`config.mk`:
```
export PLATFORM = sky130hd
export DESIGN_NAME = bit_reverse_tx
export DESIGN_NICKNAME = d
export VERILOG_FILES = /design/src/rtl/bit_reverse_tx.sv
export SDC_FILE = /design/constraint.sdc
export NUM_CORES = 1
export LEC_CHECK = 0
export ABC_AREA = 1
export BUFFER_PORTS_ARGS = -buffer_cell sky130_fd_sc_hd__buf_2
export CORE_AREA = 2 2 48 50
export DETAILED_ROUTE_END_ITERATION = 8
export DIE_AREA = 0 0 50 52
export PLACE_DENSITY_LB_ADDON = 0.1
export SYNTH_ARGS = -nofsm -noshare
export SYNTH_HDL_FRONTEND = slang
export SYNTH_SLANG_ARGS = --single-unit
```
`constraint.sdc`:
```
create_clock -name clk -period 1.8 [get_ports clk]
set_input_delay 0.18 -clock clk [delete_from_list [all_inputs] [get_ports clk]]
set_output_delay 0.18 -clock clk [all_outputs]
set_load 0.01 [all_outputs]
```
`src/rtl/bit_reverse_tx.sv`:
```
// bit_reverse_tx: captures a message byte, bit-reverses it and streams it as ASCII '1'/'0' characters
//
// Ports:
//   clk        - clock, all state changes on the rising edge
//   reset      - asynchronous active-low reset
//   byte_in    - assembled message byte (NBITS wide)
//   load       - capture request, honoured only while idle
//   busy       - high whenever a message is in progress (state != IDLE)
//   char_out   - ASCII character to the transmitter, 8'h00 when not valid
//   char_valid - char_out holds a valid character
//   char_ready - transmitter accepts char_out this cycle
//   done       - one-cycle pulse after the last character is accepted
//
// Build option: define LINE_TERM_EN to append CR (8'h0D) and LF (8'h0A) after the bit characters.
module bit_reverse_tx #(
   parameter int         NBITS     = 8,
   parameter logic [7:0] CHAR_ONE  = 8'h31,
   parameter logic [7:0] CHAR_ZERO = 8'h30
) (
   input  logic             clk,
   input  logic             reset,
   input  logic [NBITS-1:0] byte_in,
   input  logic             load,
   output logic             busy,
   output logic [7:0]       char_out,
   output logic             char_valid,
   input  logic             char_ready,
   output logic             done
);
   localparam int IW = $clog2(NBITS);
   localparam logic [IW-1:0] LAST = IW'(NBITS - 1);
   typedef enum logic [1:0] {IDLE, SEND, TERM, DONE} state_t;
   state_t state, state_nxt;
   logic [NBITS-1:0] shreg, rev;
   logic [IW-1:0] idx;
   logic xfer, last_bit, term_last;
   assign xfer     = char_valid & char_ready;
   assign last_bit = idx == LAST;
   always_comb begin
      rev = '0;
      for (int i = 0; i < NBITS; i++) rev[i] = byte_in[NBITS-1-i];
   end
`ifdef LINE_TERM_EN
   // term_sel = 0 while CR is offered, 1 while LF is offered
   logic term_sel;
   assign term_last = term_sel;
   always_ff @(posedge clk or negedge reset)
      if (!reset) term_sel <= 1'b0;
      else if (state != TERM) term_sel <= 1'b0;
      else if (xfer) term_sel <= 1'b1;
`else
   assign term_last = 1'b0;
`endif
   always_ff @(posedge clk or negedge reset)
      if (!reset) state <= IDLE;
      else state <= state_nxt;
   always_comb begin
      state_nxt = state;
      case (state)
         IDLE: state_nxt = load ? SEND : IDLE;
`ifdef LINE_TERM_EN
         SEND: state_nxt = (xfer && last_bit) ? TERM : SEND;
`else
         SEND: state_nxt = (xfer && last_bit) ? DONE : SEND;
`endif
         TERM: state_nxt = (xfer && term_last) ? DONE : TERM;
         DONE: state_nxt = IDLE;
         default: state_nxt = IDLE;
      endcase
   end
   // The head bit sits at the MSB of shreg; idx stops at LAST so it never wraps
   always_ff @(posedge clk or negedge reset)
      if (!reset) begin
         shreg <= '0;
         idx   <= '0;
      end else if (state == IDLE && load) begin
         shreg <= rev;
         idx   <= '0;
      end else if (state == SEND && xfer) begin
         shreg <= shreg << 1;
         idx   <= last_bit ? idx : idx + IW'(1);
      end
   always_comb begin
      busy       = state != IDLE;
      done       = state == DONE;
      char_valid = state == SEND || state == TERM;
      char_out   = state == SEND ? (shreg[NBITS-1] ? CHAR_ONE : CHAR_ZERO) :
                   state == TERM ? (term_last ? 8'h0A : 8'h0D) : 8'h00;
   end
endmodule
```
Word level (Yosys, flattened, before mapping)
Cells that the tools add are included.

Bitwise gates (word level): 1. Mux-type cells: 11. Add/sub/neg operators: 1. Reductions and logical operators: 8. Equality and inequality tests: 5.

Operator list (number): 8-bit 2-to-1 mux (2); 3-bit 2-to-1 mux (3); 2-bit one-hot mux with 4 select lines (1); 6-bit 2-to-1 mux (1); 2-bit equality test, second input constant (2); 4-bit 2-to-1 mux (1); 2-bit nonzero test (2); 3-bit by 1-bit adder with 3-bit output, second input constant (1); 3-bit equality test, second input constant (1); 1-bit logical AND (3); 2-bit by 1-bit equality test with 1-bit output, second input constant (1); 2-bit logical NOT (1); 1-bit 2-to-1 mux (2); 2-bit 2-to-1 mux (1); 2-bit by 1-bit inequality test with 1-bit output, second input constant (1); 2-bit AND reduction (1); 1-bit bitwise AND (1); 1-bit logical OR (1).

Output and inout bits: 11. Bits in registers: 13. Logic and storage cells: 29. Input port bits: 12.

Logic depth before layout (Yosys ltp)
Gate-level depths: netlist (run 1).

Depth in word-level cells: 6. Mapped depth: 8. Mapped depth without buffers: 8.

Worst setup path before layout (run 1)
OpenSTA, ideal clock, no wires.

Kind: register -> register. Start point: register state[0]. End point: register idx[0]. Path buffers: 1. Library setup time: 0.116 ns. Required time: 1.684 ns. Stages on the path, launching flop included: 8. Setup slack: 0.421 ns. Clock period less this slack: 1.379 ns. Data arrival time: 1.263 ns. Cell sequence: dfrtp_1 > inv_1 > ha_1 > nand3_1 > nand2_2 > buf_4 > nand3_1 > nand2_1.

Longest elaborated chain between the ends: 6. Elaborated cells on any way between the ends: 11. Those cells by class: eq/ne: 3; mux: 1; bitwise: 1; reduce/logical: 6.

Ends and longest elaborated chain: start, declared (line 33) `state_t state, state_nxt;`; start signal, assigned (line 56) `else state <= state_nxt;`; 2-bit by 1-bit equality test with 1-bit output / 2-bit equality test (equally long branches) (line 86) `char_valid = state == SEND || state == TERM;`; 1-bit logical OR (*) (line 86); named net char_valid (line 26) `output logic char_valid,`; 1-bit bitwise AND (*) (line 37) `assign xfer = char_valid & char_ready;`; 1-bit logical AND (*) (line 79) `end else if (state == SEND && xfer) begin`; 2-bit nonzero test (no source line) (*); 2-bit AND reduction (no source line) (*); end signal, assigned (line 81) `idx <= last_bit ? idx : idx + IW'(1);`; end, declared (line 35) `logic [IW-1:0] idx;`.

Mark *: on every way through the listed nets, which the timed path passes. The rest lies on a longest branch. A chain may end at the register's enable or synchronous reset.

Worst setup path after layout (run 1)
Start point: register state[0]. End point: register shreg[2].

Longest elaborated chain between the ends: 5. Elaborated cells on any way between the ends: 9. Those cells by class: eq/ne: 2; mux: 1; bitwise: 1; reduce/logical: 5.

Ends and longest elaborated chain: 2-bit by 1-bit equality test with 1-bit output / 2-bit equality test (equally long branches) (line 79, 86); 1-bit logical OR (line 86); 1-bit bitwise AND (line 37); 1-bit logical AND (line 79); 2-bit nonzero test (no source line); end signal, assigned (line 77) `shreg <= rev;`; end signal, assigned (line 80) `shreg <= shreg << 1;`; end, declared (line 34) `logic [NBITS-1:0] shreg, rev;`.

Parallel ways exist; a longest one is shown, timed or not.

==> flow_summary_export.csv, run 1 <==
group,metric,value,unit
floorplanning,row_count,17,
yosys,ys_warn_count,0,
detailed_routing,wl_met1,739,µm
cts,clock_latency,0.28,ns
yosys,ys_seq_area_frac,0.412,
timing,whs,0.106,ns
floorplanning,core,0.00211,mm²
worst_setup_path,max_stage_delay,0.41,ns
detailed_routing,route.met3.wl,66,µm
global_routing,grt_pass1_wl,2.72,mm
worst_setup_path,slowest_stage,"dfrtp_1",
timing,rsz0062_at_grt,"no",
cts,clkTransAtPathRegs,0.08,ns
yosys,synth_top_cell_area_share,0.412,
yosys,netlist_area,790,µm²
floorplanning,dieArea,0.00260,mm²
detailed_routing,drt_wl_total,1.55,mm
yosys,yosys.area.top_type,"dfrtp_1",
cells_and_area,nets,143,
cts,clkSinkCount,13,
pwr,irDropWorstVdd,542,µV
yosys,ys_ff_latch,13,
cells_and_area,drive_gt1_frac,0.236,
cts,cts_root_buffer,"clkbuf_4",
yosys,synth_fa_ha_area_frac,0.111,
cells_and_area,stdcell_area,915,µm²
worst_setup_path,worstPathMaxFanout,12,
cts,cts_buffers,3,
global_routing,grt_overflow,0,
detailed_routing,drcViolationCount,0,
detailed_routing,wl_per_cell,10.2,µm
yosys,postSynthAreaPerCell,7.67,µm²
timing,hold_viol_final,0,
global_routing,grt_usage,0.140,
timing,max_freq,0.633,GHz
timing,fin_crit_sh,0.878,
cts,clk_path_buf_depth,2,
cts,post_cts_buffers,0,
placement,place_hpwl,1.18,mm
placement,placed_cells,146,
yosys,yosys.area_share.simple,0.352,
worst_setup_path,criticalPathCategory,"register to register",
placement,dp_slack,0.209,ns
yosys,synthCells,103,
worst_hold_path,min_path_type,"input pin to register",
run,cap_violations,0,
detailed_routing,viasPerCell,4.47,
cts,htree_levels,1,
timing,skew,0.00592,ns
detailed_routing,top_layer,"met4",
worst_setup_path,cp_data_required_time,1.97,ns
yosys,synth_xor_area_frac,0,
floorplanning,initial_core_util,0.375,
detailed_routing,first_pass_iters,4,
yosys,synth_top_family_by_area,"simple AND/OR/NAND/NOR gates",
worst_setup_path,path_buf_inv,2,
pwr,cellLeakagePower,0.000561,µW
worst_setup_path,crit_chain,"inv_1 > ha_1 > nand3_1 > nand2_2 > inv_1 > nand2_1 > nand2_1",
worst_setup_path,startpoint_type,"register",
floorplanning,die-width,50,µm
global_routing,grt_pass1_vias,647,
timing,tns,0,ns
worst_setup_path,arrival,1.75,ns
cells_and_area,n_antenna_cell,0,
worst_setup_path,cp-end-kind,"register",
detailed_routing,num_vias,675,
pwr,powerDensity,1370,mW/mm²
floorplanning,ios,23,
worst_setup_path,cp_top_family,"simple AND/OR/NAND/NOR gates",
floorplanning,die_h,52,µm
timing,fin_ws,0.220,ns
timing,period_needed,1.58,ns
timing,finalSetupViolations,0,
timing,drv_slew,0,
cells_and_area,fin_cells,151,
detailed_routing,ant_nets,0,
placement,place.gp.congestion,0.730,
status,outcome,"finished, final reports clean",
global_routing,grt_start_max_net_pins,14,
cells_and_area,areaGrowthSynthToFinish,15.8,%
yosys,yosys-top-cells-area,"dfrtp_1 (41%), nand2_1 (27%), ha_1 (11%)",
yosys,ys_types,14,
detailed_routing,drt-initial-drc-count,13,
placement,postPlaceCellArea,878,µm²
yosys,synth_compound_area_frac,0.0206,
yosys,synthMuxAreaShare,0,
global_routing,grt_antenna_before_repair,0,
placement,io_buffers,19,
detailed_routing,dr_wl_met2,716,µm
cts,cts_tree,"built",
metal layers:
| metal | global-route usage | up-vias |
|---|---|---|
| met5 | 0 | - |
| met2 | 0.226 | 22 |
| met4 | 0.0833 | 0 |
| li1 | - | 343 |
| met3 | 0.0201 | 4 |
| met1 | 0.178 | 306 |
power breakdown:
| group | total, µW | internal [µW] | switching, µW |
|---|---|---|---|
| registers | 478 | 407 | 71.0 |
| clock network | 181 | 85.9 | 95.2 |
| logic | 590 | 239 | 351 |
area by class of cell:
class	count	area, µm²
sequential	13	325
tap	28	35.0
multi-input combinational	79	393
timing repair buffer	21	113
clock buffer	4	26.3
inverter	6	22.5
fill	215	1190
cell usage after synthesis (all sizes together):
cell and count:
nand2 60, dfrtp 13, buf 7, ha 7
inv 6, nand3 4, and2 2, a21oi 1
conb 1, o21ai 1, o22ai 1
logic make-up (layout without fill, tap and decap cells):
family                     count (synthesis)  count (layout)
AOI/OAI and AO/OA                          3               3
adders and majority gates                  7               7
buffers and inverters                     13              31
DFF                                       13              13
other                                      1               3
and+or+nand+nor                           66              66
worst register-to-register path: stages, from the launching register on:
cell	delay, ns
dfrtp_1	0.41
inv_1	0.10
ha_1	0.29
nand3_1	0.12
nand2_2	0.22
inv_1	0.19
nand2_1	0.09
nand2_1	0.05
registers in the layout, indices dropped and copies added (netlist names), named ones only:
register and cells:
idx 3, state 1, shreg 8
cell usage in the layout (no fill, tap or decap), drive strengths merged:
cell         instances
buf                 20
clkbuf               4
dlygate4sd3          1
nand2               60
ha                   7
a21oi                1
dfrtp               13
o22ai                1
inv                  6
nand3                4
conb                 3
o21ai                1
and2                 2
through the flow:
step	util	power, µW
2_1_floorplan	-	951
3_3_place_gp	0.417	1070
3_5_place_dp	0.417	1080
4_1_cts	0.434	1270
5_1_grt	0.434	1390
6_report	0.434	1250
final timing paths:
check | start | to | slack [ns] | depth (start not counted)
worst max-delay path | state[0] | shreg[2] | 0.22 | 7
worst min-delay path | byte_in[7] | shreg[0] | 0.11 | 3
worst max register to register | state[0] | shreg[2] | 0.22 | 7
worst min register to register | shreg[0] | shreg[0] | 0.48 | 2
max in group asynchronous | reset | async pin | 1.24 | 2
min in group asynchronous | reset | shreg[1] | 0.32 | 2
what timing repair did:
action,4_1_cts,5_1_grt
resized for setup,0,0
hold buffers,1,0
endpoints found under the hold margin,13,0
(Power assumes the default switching activity.)
==> run 2: changes to the inputs <==
Settings changed: CELL_PAD_IN_SITES_DETAIL_PLACEMENT from default to 1, CELL_PAD_IN_SITES_GLOBAL_PLACEMENT from default to 1, CORE_AREA 2 2 48 50 to 2 2 51 53, DIE_AREA 0 0 50 52 to 0 0 53 55.
Clock period 1.8 ns to 1.52 ns, I/O delays scaled along.
==> flow_summary_export.csv, run 2 (synthesis results as in run 1) <==
group,metric,value,unit
timing,skew,0.00610,ns
worst_setup_path,cp-end-kind,"output port",
worst_setup_path,rrSetupSlack,0.06,ns
cells_and_area,final_common_cell,"nand2_1",
timing,fin_ws,0.0269,ns
floorplanning,dieArea,0.00292,mm²
timing,period_needed,1.49,ns
cells_and_area,n_antenna_cell,0,
worst_hold_path,min_path_type,"input pin to register",
cells_and_area,nets,151,
run,cap_violations,0,
timing,finalSetupViolations,0,
cells_and_area,final_cell_mix,"nand2_1 (54), buf_2 (19), dfrtp_1 (12)",
floorplanning,initial_core_util,0.334,
cts,cts_root_buffer,"clkbuf_4",
pwr,irDropWorstVdd,797,µV
cells_and_area,drive_gt1_frac,0.359,
floorplanning,die-width,53,µm
cells_and_area,stdcell_area,0.00102,mm²
timing,hold_viol_final,0,
worst_setup_path,criticalPathCategory,"register to output port",
pwr,cellLeakagePower,0.000598,µW
worst_setup_path,worstPathMaxFanout,4,
cells_and_area,largest_register_ff_count,8,
placement,dp_slack,0.0854,ns
floorplanning,core,0.00236,mm²
cts,htree_levels,1,
global_routing,grt_pass1_vias,643,
detailed_routing,drt_wl_total,1.88,mm
global_routing,grt_usage,0.140,
worst_setup_path,arrival,1.34,ns
cts,cts_buffers,3,
timing,drv_slew,0,
placement,io_buffers,19,
cells_and_area,regArea,327,µm²
detailed_routing,first_pass_iters,3,
cells_and_area,areaGrowthSynthToFinish,29.3,%
floorplanning,row_count,18,
cts,clkSinkCount,13,
detailed_routing,ant_nets,0,
pwr,powerDensity,1680,mW/mm²
placement,place_hpwl,1.37,mm
detailed_routing,viasPerCell,4.52,
timing,fin_crit_sh,0.982,
timing,tns,0,ns
worst_setup_path,crit_chain,"inv_2 > ha_4 > buf_6 > inv_2 > nand2_1 > nand2_1 > buf_2",
worst_setup_path,slowest_stage,"dfrtp_1",
cts,cts_tree,"built",
detailed_routing,drcViolationCount,0,
worst_setup_path,max_stage_delay,0.42,ns
global_routing,grt_start_max_net_pins,14,
global_routing,grt_antenna_before_repair,0,
detailed_routing,num_vias,728,
worst_setup_path,startpoint_type,"register",
cts,clkTransAtPathRegs,0.09,ns
global_routing,grt_pass1_wl,2.82,mm
timing,rsz0062_at_grt,"yes",
detailed_routing,wl_per_cell,11.7,µm
worst_setup_path,path_buf_inv,4,
floorplanning,ios,23,
cells_and_area,top_register,"shreg",
cells_and_area,reg_top3,"shreg: 8 flops, idx: 3 flops, state: 1 flops",
worst_setup_path,cp_data_required_time,1.37,ns
worst_setup_path,cp_top_family,"flip-flops",
cells_and_area,fill_cells,313,
detailed_routing,drt-initial-drc-count,9,
timing,max_freq,0.670,GHz
placement,postPlaceCellArea,911,µm²
cts,clk_path_buf_depth,2,
status,outcome,"finished, final reports clean",
placement,place.gp.congestion,0.687,
floorplanning,die_h,55,µm
cells_and_area,multi_input_area,428,µm²
global_routing,grt_overflow,0,
cts,clock_latency,0.28,ns
[run 2: cell count changes in the layout (fill, tap and decap cells not counted), sizes merged]
cell | before | now
buf | 20 | 28
inv | 6 | 5
clkinvlp | 0 | 1
[run 2: worst register-to-register path: cells and delay by family, from the launching register on]
kind / cells / cell delay, ns
flops: 1 / 0.44
simple gates: 4 / 0.37
fa+ha+maj: 1 / 0.27
buf+inv: 2 / 0.27
[run 2: final timing paths]
| kind | start | endpoint | cells past startpoint |
|---|---|---|---|
| min | byte_in[7] | shreg[0] | 3 |
| max | register | char_out[0] | 7 |
| min in group asynchronous | reset | shreg[3] | 2 |
| min reg2reg | shreg[7] | shreg[7] | 2 |
| max reg2reg | state[0] | shreg[4] | 7 |
| max in group asynchronous | reset | state[0] | 2 |
[run 2: cell type report]
cell class              count  area share
repair buffers             29       0.173
clock buffers               4      0.0257
well taps                  30      0.0368
inverters                   6      0.0257
multi-input cells          79       0.419
flip-flops and latches     13       0.320
[run 2: repair_timing]
item                                   in CTS  in global routing
pin swaps                                   0                  4
buffers inserted                            0                  5
setup endpoints to repair                   1                 14
gates resized for setup                     3                 10
endpoints found under the hold margin      13                  0
gates cloned                                0                  0
hold buffers                                1                  0
[run 2: metal layers]
layer,vias up,share of wire,global-route usage
met5,-,0,0
li1,366,-,-
met2,19,0.48,0.238
met4,0,0.027,0.0897
met1,338,0.45,0.165
met3,5,0.046,0.0242
[run 2: power by group]
| part | internal (µW) | switching [µW] |
|---|---|---|
| sequential | 485 | 102 |
| clock | 102 | 122 |
| combinational | 427 | 482 |
[run 2: metrics by stage]
stage	util	hold WS [ns]	instances	total power [µW]
final	0.432	0.0864	161	1720
after global routing	0.432	0.102	161	1880
after CTS	0.398	0.0822	156	1590
after detailed placement	0.385	0.0633	152	1370
after global placement	0.385	0.0662	152	1350
after floorplan	-	-0.144	105	1130
==> run 3: changes to the inputs <==
Settings changed: CELL_PAD_IN_SITES_DETAIL_PLACEMENT 1 to 0, CELL_PAD_IN_SITES_GLOBAL_PLACEMENT 1 to 2, CORE_AREA 2 2 51 53 to 2 2 58 60, DIE_AREA 0 0 53 55 to 0 0 60 62.
==> flow_summary_export.csv, run 3 (synthesis results as in run 1) <==
group,metric,value,unit
worst_setup_path,worstPathMaxFanout,3,
timing,tns,0,ns
cells_and_area,drive_gt1_frac,0.366,
floorplanning,die-width,60,µm
placement,place_hpwl,1.33,mm
global_routing,grt_usage,0.110,
pwr,clkPwrFrac,0.128,
worst_setup_path,startpoint_type,"register",
cells_and_area,areaGrowthSynthToFinish,35.5,%
global_routing,grt_pass1_vias,689,
timing,fin_crit_sh,0.945,
global_routing,grt_antenna_before_repair,0,
detailed_routing,viasPerCell,3.89,
timing,finalSetupViolations,0,
worst_setup_path,cp_data_required_time,1.37,ns
cts,cts_tree,"built",
pwr,powerDensity,1640,mW/mm²
cells_and_area,fill_cells,343,
floorplanning,row_count,21,
cells_and_area,stdcell_area,0.00107,mm²
timing,max_freq,0.696,GHz
worst_setup_path,rrSetupSlack,0.11,ns
cts,htree_levels,1,
worst_setup_path,reg2regPathDepth,8,
run,cap_violations,0,
worst_hold_path,hold_start,"byte_in[7]",
worst_setup_path,cp-end-kind,"output port",
cells_and_area,final_cell_mix,"nand2_1 (54), buf_2 (19), dfrtp_1 (13)",
cts,clkSinkCount,13,
timing,hold_viol_final,0,
cells_and_area,reg_top3,"shreg: 8 flops, idx: 3 flops, state: 1 flops",
worst_setup_path,r2r-end,"idx[2]",
pwr,seq_power_share,0.321,
detailed_routing,ant_nets,0,
cells_and_area,nets,151,
cts,cts_root_buffer,"clkbuf_4",
cells_and_area,fin_cells,177,
timing,skew,0.00524,ns
cells_and_area,regArea,325,µm²
detailed_routing,num_vias,689,
detailed_routing,drt_wl_total,1.86,mm
worst_setup_path,rr_startpoint,"state[0]",
worst_setup_path,arrival,1.28,ns
pwr,p_int,1050,µW
detailed_routing,first_pass_iters,4,
cts,cts_buffers,3,
global_routing,grt_start_max_net_pins,14,
detailed_routing,drcViolationCount,0,
global_routing,grt_pass1_wl,2.99,mm
cts,clkTransAtPathRegs,0.08,ns
timing,drv_slew,0,
floorplanning,die_h,62,µm
status,outcome,"finished, final reports clean",
pwr,irDropWorstVdd,425,µV
pwr,power,1750,µW
timing,period_needed,1.44,ns
cells_and_area,final_common_cell,"nand2_1",
pwr,cellLeakagePower,0.000602,µW
cts,clk_path_buf_depth,2,
placement,postPlaceCellArea,938,µm²
placement,io_buffers,19,
placement,place.gp.congestion,0.759,
worst_setup_path,crit_end,"char_out[0]",
cts,clock_latency,0.28,ns
cells_and_area,n_antenna_cell,0,
cells_and_area,multi_input_area,450,µm²
cells_and_area,top_register,"shreg",
floorplanning,dieArea,0.00372,mm²
pwr,p_sw,707,µW
detailed_routing,wl_per_cell,10.5,µm
global_routing,grt_overflow,0,
pwr,combPwrFrac,0.551,
worst_hold_path,min_path_type,"input pin to register",
placement,placed_cells,169,
cells_and_area,final_util,0.336,
floorplanning,ios,23,
worst_setup_path,criticalPathCategory,"register to output port",
worst_setup_path,crit_start,"state[0]",
detailed_routing,drt-initial-drc-count,8,
floorplanning,initial_core_util,0.248,
pwr,sw_frac_of_total,0.403,
cells_and_area,largest_register_ff_count,8,
floorplanning,core,0.00318,mm²
==> run 3: cell counts in the layout (fill, tap and decap cells not counted) <==
No cell type changed its count.
==> run 3: worst max-delay path: stages, from the launching register on <==
cell     delay [ns]
dfrtp_1        0.41
buf_6          0.13
inv_2          0.10
ha_4           0.15
nand2_1        0.05
nand2_1        0.04
buf_2          0.12
==> run 3: cell type report <==
class | instances | share of cell area
inverters | 6 | 0.0246
flip-flops and latches | 13 | 0.304
well taps | 46 | 0.0538
repair buffers | 29 | 0.172
multi-input cells | 79 | 0.421
clock buffers | 4 | 0.0246
==> run 3: worst min-delay path by stage <==
stage	depth (start not counted)	slack [ns]	to
after CTS	3	0.07	shreg[0]
final	3	0.08	shreg[0]
after global placement	1	0.08	state[0]
after floorplan	0	-0.14	async pin
after detailed placement	1	0.08	state[0]
after global routing	3	0.08	shreg[0]
==> run 3: routing by layer <==
layer | share of wire | global-route usage | vias up
met4 | 0.010 | 0.0571 | 0
li1 | - | - | 360
met5 | 0 | 0 | -
met1 | 0.45 | 0.133 | 315
met3 | 0.047 | 0.0228 | 2
met2 | 0.50 | 0.183 | 12
==> run 3: power by group through the flow <==
stage	Sequential (µW)	Combinational (µW)	Clock [µW]
2_1_floorplan	552	574	0
3_3_place_gp	572	803	0
3_5_place_dp	571	804	0
4_1_cts	562	897	240
5_1_grt	581	1120	252
6_report	562	967	224
==> run 3: through the flow <==
step	hold WS (ns)	setup WS [ns]
floorplan	-0.144	0.141
global placement	0.0811	0.0906
detailed placement	0.0757	0.0702
CTS	0.0695	0.000180
global route	0.0803	-0.00854
finish	0.0766	0.0840
==> run 3: repair_timing <==
item | 4_1_cts | 5_1_grt
setup buffers | 2 | 2
hold endpoints to repair | 13 | 0
setup endpoints to repair | 1 | 12
hold buffers | 1 | 0
pin swaps | 1 | 4
resized for setup | 9 | 11
